==> src/rtl/sync_fifo_flags.sv <==
// -----------------------------------------------------------------------------
// sync_fifo_flags
//   Single-clock synchronous FIFO, depth 2^A_SIZE words of D_SIZE bits, with
//   occupancy level, programmable almost-full/almost-empty thresholds and
//   sticky overflow/underflow error flags.
//
// Optional feature macro: SYNC_FIFO_FWFT_EN
//   defined   : first-word fall-through, R_DATA = mem[rptr] whenever not empty
//   undefined : R_DATA is registered and loaded on the edge that accepts a read
//
// Ports
//   CLK          in   clock, rising edge
//   RST_N        in   asynchronous active-low reset
//   W_INC        in   write request
//   W_DATA       in   write data (D_SIZE)
//   FULL         out  LEVEL == 2^A_SIZE
//   ALMOST_FULL  out  LEVEL >= AF_LEVEL
//   R_INC        in   read request
//   R_DATA       out  read data (D_SIZE)
//   EMPTY        out  LEVEL == 0
//   ALMOST_EMPTY out  LEVEL <= AE_LEVEL
//   LEVEL        out  occupancy 0..2^A_SIZE (A_SIZE+1 bits)
//   OVERFLOW     out  sticky: write attempted while full
//   UNDERFLOW    out  sticky: read attempted while empty
//   CLR_ERR      in   synchronous clear of OVERFLOW/UNDERFLOW (set wins)
// -----------------------------------------------------------------------------
module sync_fifo_flags #(
   parameter int D_SIZE   = 8,
   parameter int A_SIZE   = 4,
   parameter int AF_LEVEL = (1 << A_SIZE) - 2,
   parameter int AE_LEVEL = 2
) (
   input  logic              CLK,
   input  logic              RST_N,
   input  logic              W_INC,
   input  logic [D_SIZE-1:0] W_DATA,
   output logic              FULL,
   output logic              ALMOST_FULL,
   input  logic              R_INC,
   output logic [D_SIZE-1:0] R_DATA,
   output logic              EMPTY,
   output logic              ALMOST_EMPTY,
   output logic [A_SIZE:0]   LEVEL,
   output logic              OVERFLOW,
   output logic              UNDERFLOW,
   input  logic              CLR_ERR
);

   localparam int              DEPTH   = 1 << A_SIZE;
   localparam logic [A_SIZE:0] DEPTH_L = (A_SIZE+1)'(DEPTH);
   localparam logic [A_SIZE:0] ONE_L   = (A_SIZE+1)'(1);
   localparam logic [A_SIZE:0] AF_L    = (A_SIZE+1)'(AF_LEVEL);
   localparam logic [A_SIZE:0] AE_L    = (A_SIZE+1)'(AE_LEVEL);
   // A zero threshold means "always almost full", including out of reset.
   localparam logic            AF_RST  = (AF_LEVEL == 0) ? 1'b1 : 1'b0;

   logic [D_SIZE-1:0] mem_r [DEPTH];

   logic [A_SIZE:0] wptr_r;
   logic [A_SIZE:0] rptr_r;
   logic [A_SIZE:0] level_r;
   logic            full_r;
   logic            empty_r;
   logic            afull_r;
   logic            aempty_r;
   logic            ovf_r;
   logic            unf_r;

   logic            w_acc_s;
   logic            r_acc_s;
   logic [A_SIZE:0] wptr_nxt_s;
   logic [A_SIZE:0] rptr_nxt_s;
   logic [A_SIZE:0] level_nxt_s;

   // Accept decisions and next pointer/level values from the registered flags.
   always_comb begin
      w_acc_s = W_INC & ~full_r;
      r_acc_s = R_INC & ~empty_r;
      if (w_acc_s) begin
         wptr_nxt_s = wptr_r + ONE_L;
      end else begin
         wptr_nxt_s = wptr_r;
      end
      if (r_acc_s) begin
         rptr_nxt_s = rptr_r + ONE_L;
      end else begin
         rptr_nxt_s = rptr_r;
      end
      // Modulo 2^(A_SIZE+1) difference; the extra MSB separates full from empty.
      level_nxt_s = wptr_nxt_s - rptr_nxt_s;
   end

   // Pointers, level and status flags; flags are computed from the next level
   // so they are registered yet valid right after the update edge.
   always_ff @(posedge CLK or negedge RST_N) begin
      if (!RST_N) begin
         wptr_r   <= '0;
         rptr_r   <= '0;
         level_r  <= '0;
         full_r   <= 1'b0;
         empty_r  <= 1'b1;
         afull_r  <= AF_RST;
         aempty_r <= 1'b1;
      end else begin
         wptr_r   <= wptr_nxt_s;
         rptr_r   <= rptr_nxt_s;
         level_r  <= level_nxt_s;
         full_r   <= (level_nxt_s == DEPTH_L);
         empty_r  <= (level_nxt_s == '0);
         afull_r  <= (level_nxt_s >= AF_L);
         aempty_r <= (level_nxt_s <= AE_L);
      end
   end

   // Sticky error flags; a new error event in the same cycle beats CLR_ERR.
   always_ff @(posedge CLK or negedge RST_N) begin
      if (!RST_N) begin
         ovf_r <= 1'b0;
         unf_r <= 1'b0;
      end else begin
         if (W_INC && full_r) begin
            ovf_r <= 1'b1;
         end else if (CLR_ERR) begin
            ovf_r <= 1'b0;
         end
         if (R_INC && empty_r) begin
            unf_r <= 1'b1;
         end else if (CLR_ERR) begin
            unf_r <= 1'b0;
         end
      end
   end

   // Storage array; intentionally not reset, writes are blocked while in reset.
   always_ff @(posedge CLK) begin
      if (w_acc_s && RST_N) begin
         mem_r[wptr_r[A_SIZE-1:0]] <= W_DATA;
      end
   end

`ifdef SYNC_FIFO_FWFT_EN
   // Head word falls through; value is meaningless while EMPTY is high.
   assign R_DATA = mem_r[rptr_r[A_SIZE-1:0]];
`else
   logic [D_SIZE-1:0] rdata_r;

   // Registered read port, holds its value unless a read is accepted.
   always_ff @(posedge CLK or negedge RST_N) begin
      if (!RST_N) begin
         rdata_r <= '0;
      end else if (r_acc_s) begin
         rdata_r <= mem_r[rptr_r[A_SIZE-1:0]];
      end
   end

   assign R_DATA = rdata_r;
`endif

   assign FULL         = full_r;
   assign EMPTY        = empty_r;
   assign ALMOST_FULL  = afull_r;
   assign ALMOST_EMPTY = aempty_r;
   assign LEVEL        = level_r;
   assign OVERFLOW     = ovf_r;
   assign UNDERFLOW    = unf_r;

endmodule

==> config.mk <==
export PLATFORM = sky130hd
export DESIGN_NAME = sync_fifo_flags
export DESIGN_NICKNAME = d
export VERILOG_FILES = /design/src/rtl/sync_fifo_flags.sv
export SDC_FILE = /design/constraint.sdc
export NUM_CORES = 1
export LEC_CHECK = 0
export CELL_PAD_IN_SITES_DETAIL_PLACEMENT = 1
export CELL_PAD_IN_SITES_GLOBAL_PLACEMENT = 2
export CORE_MARGIN = 4
export CORE_UTILIZATION = 41
export DETAILED_ROUTE_END_ITERATION = 10
export HOLD_SLACK_MARGIN = 0.05
export PLACE_DENSITY_LB_ADDON = 0.3
export SYNTH_ARGS = -nofsm -noshare
export SYNTH_HDL_FRONTEND = slang
export SYNTH_SLANG_ARGS = --single-unit
==> constraint.sdc <==
create_clock -name CLK -period 2.9 [get_ports CLK]
set_clock_uncertainty 0.1 [all_clocks]
set_input_delay 0.435 -clock CLK [delete_from_list [all_inputs] [get_ports CLK]]
set_output_delay 0.435 -clock CLK [all_outputs]
set_load 0.005 [all_outputs]
### Yosys cells after proc, flatten, opt, wreduce, memory -nomap -nowiden

Memory sizes are Yosys's and may differ from the RTL's. A register that Yosys moved wholly into a read port is not among the register bits.
Cells that the tools add are included.
Widths: inputs -> output; s select.

* magnitude comparators: 2
* bitwise gates (word level): 4
* multiplexer cells: 7
* reductions and logical operators: 7
* equal/unequal tests: 1
* add/subtract/negate cells: 3

Operators by type and width (number)
* $add 5x1->5 const B: 2
* $mux 5: 2
* $eq 5x5->1 const B: 1
* $ge 5x4->1 const B: 1
* $le 5x2->1 const B: 1
* $logic_not 5->1: 1
* $mux 1: 5
* $sub 5x5->5: 1
* $reduce_bool 2->1: 2
* $logic_and 1x1->1: 3
* $and 1x1->1: 2
* $not 1->1: 2
* $logic_not 1->1: 1

* logic and storage cells: 34
* flip-flop bits (word level): 21
* output and inout port bits: 19
* memories: 1
* bits in writable memories: 128

Memory list
* mem_r: words 16, bits a word 8, read ports 1, clocked after memory_dff 1, wr ports 1, line 57 `logic [D_SIZE-1:0] mem_r [DEPTH];`

### Depth between registers and ports, before layout

Gate-level depths: netlist of run 1.

* depth after elaboration: 5
* gate-level depth with buffers: 12
* gate-level depth less buffers: 11

### Worst setup path before layout of run 1

No wires, ideal clock.

* kind: reg2reg
* from: register empty_r, in the netlist EMPTY
* to: register aempty_r, in the netlist ALMOST_EMPTY
* cell stages (with the launch flop): 11
* buffers on the path: 1
* setup time: 0.105 ns
* slack: -0.102 ns
* required time: 2.695 ns
* arrival: 2.797 ns
* cell sequence: dfstp_2 nand2b_1 clkbuf_1 mux2i_1 xor2_1 ha_1 nor2_1 maj3_1 a21boi_2 xnor3_2 a2111oi_2

* cells in the longest elaborated chain, start to end: 5

RTL lines
* from (decl): line 63 `logic empty_r;`
* from (signal assigned): line 109 `empty_r <= (level_nxt_s == '0);`
* $not 1->1: line 78 `r_acc_s = R_INC & ~empty_r;`
* $and 1x1->1: line 78
* $mux 5: line 84 `if (r_acc_s) begin`
* $sub 5x5->5: line 90 `level_nxt_s = wptr_nxt_s - rptr_nxt_s;`
* net level_nxt_s[4]: line 73 `logic [A_SIZE:0] level_nxt_s;`
* $le 5x2->1: line 111 `aempty_r <= (level_nxt_s <= AE_L);`
* to (signal assigned): line 111
* to (decl): line 65 `logic aempty_r;`

The timed path passes the listed nets, and every way through them passes these cells.
A chain may end at the register's enable or synchronous reset.

### Worst setup path in the final report of run 1

* from: register empty_r, in the netlist EMPTY
* to: register full_r, in the netlist FULL

* cells in the longest elaborated chain, start to end: 5

RTL lines
* $not 1->1: line 78
* $and 1x1->1: line 78
* $mux 5: line 84
* $sub 5x5->5: line 90
* net level_nxt_s[4]: line 73
* $eq 5x5->1: line 108 `full_r <= (level_nxt_s == DEPTH_L);`
* to (signal assigned): line 108
* to (decl): line 62 `logic full_r;`

The timed path passes the listed nets, and every way through them passes these cells.

==> results.yml, run 1 <==
sta:
  finalCriticalPeriod_ns: 2.77
  max_freq_mhz: 361
  slew_headroom_pct: 57.7
  drv_slew: 0
  tns_ns: 0
  setup_viol: 0
  timing.hold.ws_ns: 0.370
  setup_slack_ns: 0.127
  period_share_pct: 95.6
  hold_viol: 0
  worst_pin_slew_ns: 0.634
  rsz0062_at_grt: "true"
detailed_routing:
  vias: 3196
  wl_mm: 12.4
  drt_iter0_markers: 216
  via_per_inst: 5.16
  ant_nets: 0
  wl_per_cell_um: 20.0
  drc: 0
  dr.pass1.iters: 4
die:
  ios: 32
  start_util_pct: 41.7
  dieArea_sq_um: 17500
  die_h_um: 132
  core_sq_um: 15200
  num_rows: 45
  dieWidth_um: 132
cells_and_area:
  drive_above_1_share_pct: 31.3
  diodes: 0
  design_area_sq_um: 7800
  fin_util_pct: 51.3
  nNetsFinal: 440
  syn_to_final_growth_pct: 22.9
  n_fill_cell: 1429
  layoutNonFillerInstCount: 619
synthesis:
  netlist_instances: 337
  syn_nets: 358
  synth-async-reset-ratio_pct: 18.5
  synthFlopType: "edfxtp_1"
  synth-edff-count: 128
  syn-cell-area_sq_um: 6340
  post_synth_num_cell_types: 44
  synth_top_cell_by_area: "edfxtp_1"
  synth-seq-area-share_pct: 72.1
  synth_top_area_share_pct: 60.6
  ys_top_cells_by_area: "edfxtp_1, mux4_2, dfrtp_1"
  yosys_warnings: 0
  synth.avg_cell_area_sq_um: 18.8
  ys_ff_latch: 157
clock_network:
  insertion_delay_ns: 0.42
  clk_pin_slew_ns: 0.06
  h-tree-depth: 4
  clockBufferDepth: 2
  hold_buffers: 0
  cts_root_buf: "clkbuf_16"
  cts_sinks: 157
  cts-buffers-inserted: 17
  cts_tree: "done"
placed_design:
  place_area_sq_um: 7150
  io_buffers: 31
  globalplace.congestion: 0.775
  hpwl_mm: 8.73
  pre_cts_slack_ns: -0.374
  dp.cells: 586
global_routing:
  grt-ovfl-total: 0
  grt_pass1_wl_mm: 20.0
  grtUsageTotal_pct: 15.2
  antenna_found_initial: 0
  grt_max_degree: 34
  grt_pass1_vias: 3476
critical_path:
  r2r_start: "EMPTY$_DFF_PN1_"
  cpMaxStageDelayCell: "dfstp_2"
  critPathMaxStageDelay_ns: 0.53
  cp-end-kind: "register"
  crit_type: "register to register"
  cp_data_required_time_ns: 3.09
  crit_fanout: 4
  cp_data_arrival_time_ns: 2.96
  path_cells: "nand2b_4 -> mux2i_1 -> buf_4 -> xor2_1 -> ha_2 -> nor2_1 -> maj3_1 -> a21boi_2 -> xnor3_2 -> buf_6 -> nor4b_2"
  start_kind: "register"
  cp-startpoint: "EMPTY$_DFF_PN1_"
power_and_ir_drop:
  power.density_nw_per_um2: 1070
  cellLeakagePower_nw: 2.77
  ir_drop_uv: 456
  power_mw: 8.38
outcome:
  status: "finished, final reports clean"
run:
  maxCapViolations: 0
hold_path:
  hold_class: "register to register"
  hp-start: "R_DATA[4]$_DFFE_PN0N_"
==> flip-flops by register name (all words and copies together) (netlist names) <==
register	cells
wptr_r	5
R_DATA	8
UNDERFLOW	1
mem_r	128
EMPTY	1
ALMOST_EMPTY	1
FULL	1
ALMOST_FULL	1
LEVEL	5
rptr_r	5
OVERFLOW	1
==> layout by cell type, fill, tap and decap left out, types with 3 or more instances in the layout <==
| cell type | netlist | final |
|---|---|---|
| mux4_2 | 40 | 40 |
| bufinv_16 | 0 | 3 |
| buf_4 | 0 | 45 |
| clkdlybuf4s50_1 | 0 | 31 |
| o21ai_0 | 5 | 5 |
| edfxtp_1 | 128 | 128 |
| clkinv_2 | 0 | 3 |
| xor2_1 | 4 | 4 |
| nor3_1 | 3 | 3 |
| inv_1 | 10 | 10 |
| dfrtp_1 | 27 | 26 |
| clkbuf_16 | 0 | 17 |
| nor2_1 | 20 | 20 |
| nand2_1 | 32 | 32 |
| nand2b_1 | 7 | 6 |
| nand3_1 | 3 | 3 |
| xnor2_1 | 4 | 3 |
| ha_1 | 8 | 7 |
==> kinds of logic after synthesis <==
logic type | share of synthesized area (%)
simple gates | 6.14
xor+xnor | 2.09
flops | 72.1
compound gates | 1.66
mux | 14.4
buf+inv | 1.76
fa+ha+maj | 1.89
==> cell usage after synthesis, types with 3 or more instances <==
cell      count
buf_2         8
edfxtp_1    128
dfrtp_1      27
mux4_2       40
nand2_1      32
nor3_1        3
nand2b_1      7
nor2_1       20
clkbuf_1      4
nand3_1       3
xnor2_1       4
xor2_1        4
o21ai_0       5
inv_1        10
ha_1          8
==> layer usage <==
metal  GRT usage, %  wire, um  share of wire (%)  up-vias
li1               -         -                  -     1475
met5              0         0                  0        -
met2           22.9      5890                 48       60
met3           3.24       366                3.0        7
met4           5.54       102               0.82        0
met1           22.1      6040                 49     1654
==> final timing paths <==
path / to / slack, ns / cells past startpoint
max in group asynchronous: ALMOST_EMPTY$_DFF_PN1_ / 1.82 / 2
worst max-delay path: FULL$_DFF_PN0_ / 0.13 / 11
worst min-delay path: R_DATA[4]$_DFFE_PN0N_ / 0.37 / 2
worst min register to register: R_DATA[4]$_DFFE_PN0N_ / 0.37 / 2
min in group asynchronous: rptr_r[3]$_DFF_PN0_ / 0.56 / 2
worst max register to register: FULL$_DFF_PN0_ / 0.13 / 11
==> power by group <==
group,switching [mW],internal [mW]
clock network,0.876,1.36
registers,0.138,2.74
logic,1.55,1.71
total,2.57,5.81
==> critical path: cells and delay by family, from the launching register on <==
family	cells	cell delay [ns]
adder cells (fa/ha/maj)	2	0.55
flip-flops	1	0.53
XOR/XNOR	2	0.49
AND/OR/NAND/NOR	3	0.35
buffers and inverters	2	0.30
multiplexers	1	0.19
AO/OA/AOI/OAI	1	0.13
==> timing repair <==
action / CTS / global route
setup endpoints to repair: 1 / 3
gates resized for setup: 1 / 6
pin swaps: 0 / 4
buffers inserted: 0 / 2
==> final cells by class <==
class | instances | area (sq um) | area share (%)
multi-input cells | 155 | 1690 | 21.7
clock buffers | 19 | 433 | 5.55
flip-flops and latches | 157 | 4570 | 58.7
clock inverters | 12 | 160 | 2.05
repair buffers | 77 | 659 | 8.46
inverters | 11 | 41.3 | 0.530
well taps | 188 | 235 | 3.02
(Power assumes the default switching activity.)
==> inputs of run 2 (changes only) <==
--- a/config.mk
+++ b/config.mk
@@ -5,6 +5,7 @@
 export SDC_FILE = /design/constraint.sdc
 export NUM_CORES = 1
 export LEC_CHECK = 0
+export CAP_MARGIN = 30
 export CELL_PAD_IN_SITES_DETAIL_PLACEMENT = 1
 export CELL_PAD_IN_SITES_GLOBAL_PLACEMENT = 2
 export CORE_MARGIN = 4
==> results of run 2 <==
Same layout as run 1: the final DEF is identical, and so are final timing and power.
==> inputs of run 3 (changes only) <==
--- a/config.mk
+++ b/config.mk
@@ -5,11 +5,12 @@
 export SDC_FILE = /design/constraint.sdc
 export NUM_CORES = 1
 export LEC_CHECK = 0
+export ABC_AREA = 1
 export CAP_MARGIN = 30
 export CELL_PAD_IN_SITES_DETAIL_PLACEMENT = 1
 export CELL_PAD_IN_SITES_GLOBAL_PLACEMENT = 2
 export CORE_MARGIN = 4
-export CORE_UTILIZATION = 41
+export CORE_UTILIZATION = 37
 export DETAILED_ROUTE_END_ITERATION = 10
 export HOLD_SLACK_MARGIN = 0.05
 export PLACE_DENSITY_LB_ADDON = 0.3
==> run 3 against run 2 <==
Count of clock-buffer cells in the layout decreased by 1; power decreased by 1.9%; sequential power increased by 3%; wire length increased by 38%; non-clock buffer count decreased by 20; largest cell class unchanged; combinational power decreased by 4%; area after synthesis increased by 3.8%; synthesized cell count increased by 70%; critical endpoint is now ALMOST_FULL$_DFF_PN0_; first-iteration DRC count increased by 55%; utilization decreased by 6.3 points; clock power decreased by 6%; sequential cell count unchanged.
==> results.yml, run 3 <==
global_routing:
  grt_pass1_vias: 4732
  grtUsageTotal_pct: 17.9
  grt_pass1_wl_mm: 26.9
  grt-ovfl-total: 0
  grt_max_degree: 67
  antenna_found_initial: 0
synthesis:
  synth_fa_ha_area_share_pct: 1.52
  synth_simple_gate_area_share_pct: 15.8
  synth_xor_xnor_area_share_pct: 0.513
  synth_top_area_share_pct: 58.4
  ys_ff_latch: 157
  syn_nets: 595
  synth.avg_cell_area_sq_um: 11.5
  yosys_warnings: 0
  synth_top_family_by_area: "simple AND/OR/NAND/NOR gates"
  netlist_instances: 574
  synth-async-reset-ratio_pct: 18.5
  synthMuxAreaShare_pct: 0
  synth_compound_area_share_pct: 9.10
  post_synth_num_cell_types: 27
  ys_top_cells_by_area: "edfxtp_1, dfrtp_1, nor2_1"
  synth-seq-area-share_pct: 69.4
  syn-cell-area_sq_um: 6580
  yosys-top-cells-count: "edfxtp_1, nor2_1, nand2_1"
  synthFlopType: "edfxtp_1"
  synth_top_cell_by_area: "edfxtp_1"
  yosysMostFrequentCell: "edfxtp_1"
  synth-edff-count: 128
detailed_routing:
  drc: 0
  drt_iter0_markers: 334
  wl_mm: 17.1
  dr.pass1.iters: 4
  ant_nets: 0
  vias: 4468
  wl_per_cell_um: 19.9
  via_per_inst: 5.18
run:
  maxCapViolations: 0
cells_and_area:
  fin_util_pct: 45.0
  largest_reg_flops: 128
  final_common_cell: "edfxtp_1"
  syn_to_final_growth_pct: 18.6
  diodes: 0
  layout_common_cells: "edfxtp_1, nor2_1, nand2_1, o21ai_0, nand3_1"
  drive_above_1_share_pct: 12.9
  n_fill_cell: 1864
  nNetsFinal: 646
power_and_ir_drop:
  ir_drop_uv: 469
  cellLeakagePower_nw: 2.86
  power.density_nw_per_um2: 1050
sta:
  finalCriticalPeriod_ns: 2.43
  max_freq_mhz: 411
  tns_ns: 0
  period_share_pct: 83.9
  rsz0062_at_grt: "false"
  drv_slew: 0
  setup_viol: 0
  hold_viol: 0
  worst_pin_slew_ns: 0.756
  timing.hold.ws_ns: 0.311
  slew_headroom_pct: 49.4
  setup_slack_ns: 0.466
outcome:
  status: "finished, final reports clean"
clock_network:
  h-tree-depth: 4
  clk_pin_slew_ns: 0.06
  clockBufferDepth: 2
  cts-buffers-inserted: 17
  insertion_delay_ns: 0.42
  cts_root_buf: "clkbuf_16"
  cts_sinks: 157
  cts_setup_buffers: 0
  cts_tree: "done"
critical_path:
  cp-end-kind: "register"
  crit_fanout: 6
  cp_data_arrival_time_ns: 2.64
  cp_data_required_time_ns: 3.11
  crit_type: "register to register"
  start_kind: "register"
die:
  dieArea_sq_um: 20000
  dieWidth_um: 141
  die_h_um: 141
  core_sq_um: 17400
  start_util_pct: 37.9
  ios: 32
  num_rows: 48
hold_path:
  hold_class: "primary input to asynchronous set/reset pin"
placed_design:
  io_buffers: 31
  hpwl_mm: 11.1
  pre_cts_slack_ns: 0.0881
  globalplace.congestion: 0.791
==> run 3: critical path: stages (launching register included) <==
cell and delay (ns):
dfrtp_1 0.45, inv_1 0.12, ha_1 0.31, nand2_1 0.08, o21ai_0 0.17, xnor2_1 0.19, ha_1 0.20, nor2_1 0.12
inv_1 0.07, a21oi_1 0.14, nand2_1 0.09, nand2_1 0.09, nand2_1 0.05, nand2_1 0.07, nand2_1 0.06
==> run 3: cells by family after synthesis <==
kind of cell | Yosys count
AOI/OAI and AO/OA | 107
xor gates and xnor gates | 3
adders and majority gates | 8
buffers and inverters | 57
DFF | 157
and+or+nand+nor | 242
==> run 3: worst paths after layout <==
path / start / to / slack [ns] / cells after the start
max: wptr_r[0]$_DFF_PN0_ / ALMOST_FULL$_DFF_PN0_ / 0.47 / 14
min: RST_N / R_DATA[5]$_DFFE_PN0N_ / 0.31 / 2
max reg2reg: wptr_r[0]$_DFF_PN0_ / ALMOST_FULL$_DFF_PN0_ / 0.47 / 14
min reg2reg: R_DATA[6]$_DFFE_PN0N_ / R_DATA[6]$_DFFE_PN0N_ / 0.44 / 2
max in group asynchronous: RST_N / EMPTY$_DFF_PN1_ / 1.69 / 3
min in group CLK: R_DATA[6]$_DFFE_PN0N_ / R_DATA[6]$_DFFE_PN0N_ / 0.44 / 2
==> run 3: power by group <==
| part | switching [mW] | total [mW] | internal [mW] |
|---|---|---|---|
| registers | 0.215 | 2.97 | 2.75 |
| logic | 2.05 | 3.14 | 1.09 |
| clock network | 0.917 | 2.11 | 1.19 |
==> run 3: cell type report <==
| type | count | area, sq um | area share [%] |
|---|---|---|---|
| Timing Repair Buffer | 57 | 503 | 6.44 |
| Sequential cell | 157 | 4570 | 58.5 |
| Clock buffer | 18 | 429 | 5.49 |
| Tap cell | 225 | 282 | 3.60 |
| Multi-Input combinational cell | 360 | 1770 | 22.7 |
| Inverter | 32 | 120 | 1.54 |
| Clock inverter | 14 | 134 | 1.71 |
==> run 3: timing repair <==
| action | in CTS | in global routing |
|---|---|---|
| hold endpoints to repair | 3 | 0 |
| hold buffers | 1 | 0 |
| gates resized for setup | 0 | 0 |
==> run 3: metal layers <==
layer  up-vias  global-route usage [%]  routed length [um]
met1      2271                    24.7                8000
met4         0                    4.65                 176
met3        16                    4.18                 651
met2        68                    28.9                8310
met5         -                       0                   0
li1       2113                       -                   -
==> run 3: through the flow <==
stage	area (sq um)	power (mW)	instances
after floorplan	6580	5.01	574
after global placement	7240	6.05	830
after detailed placement	7240	6.17	830
after CTS	7810	8.32	863
after global routing	7810	8.83	863
final	7810	8.22	863
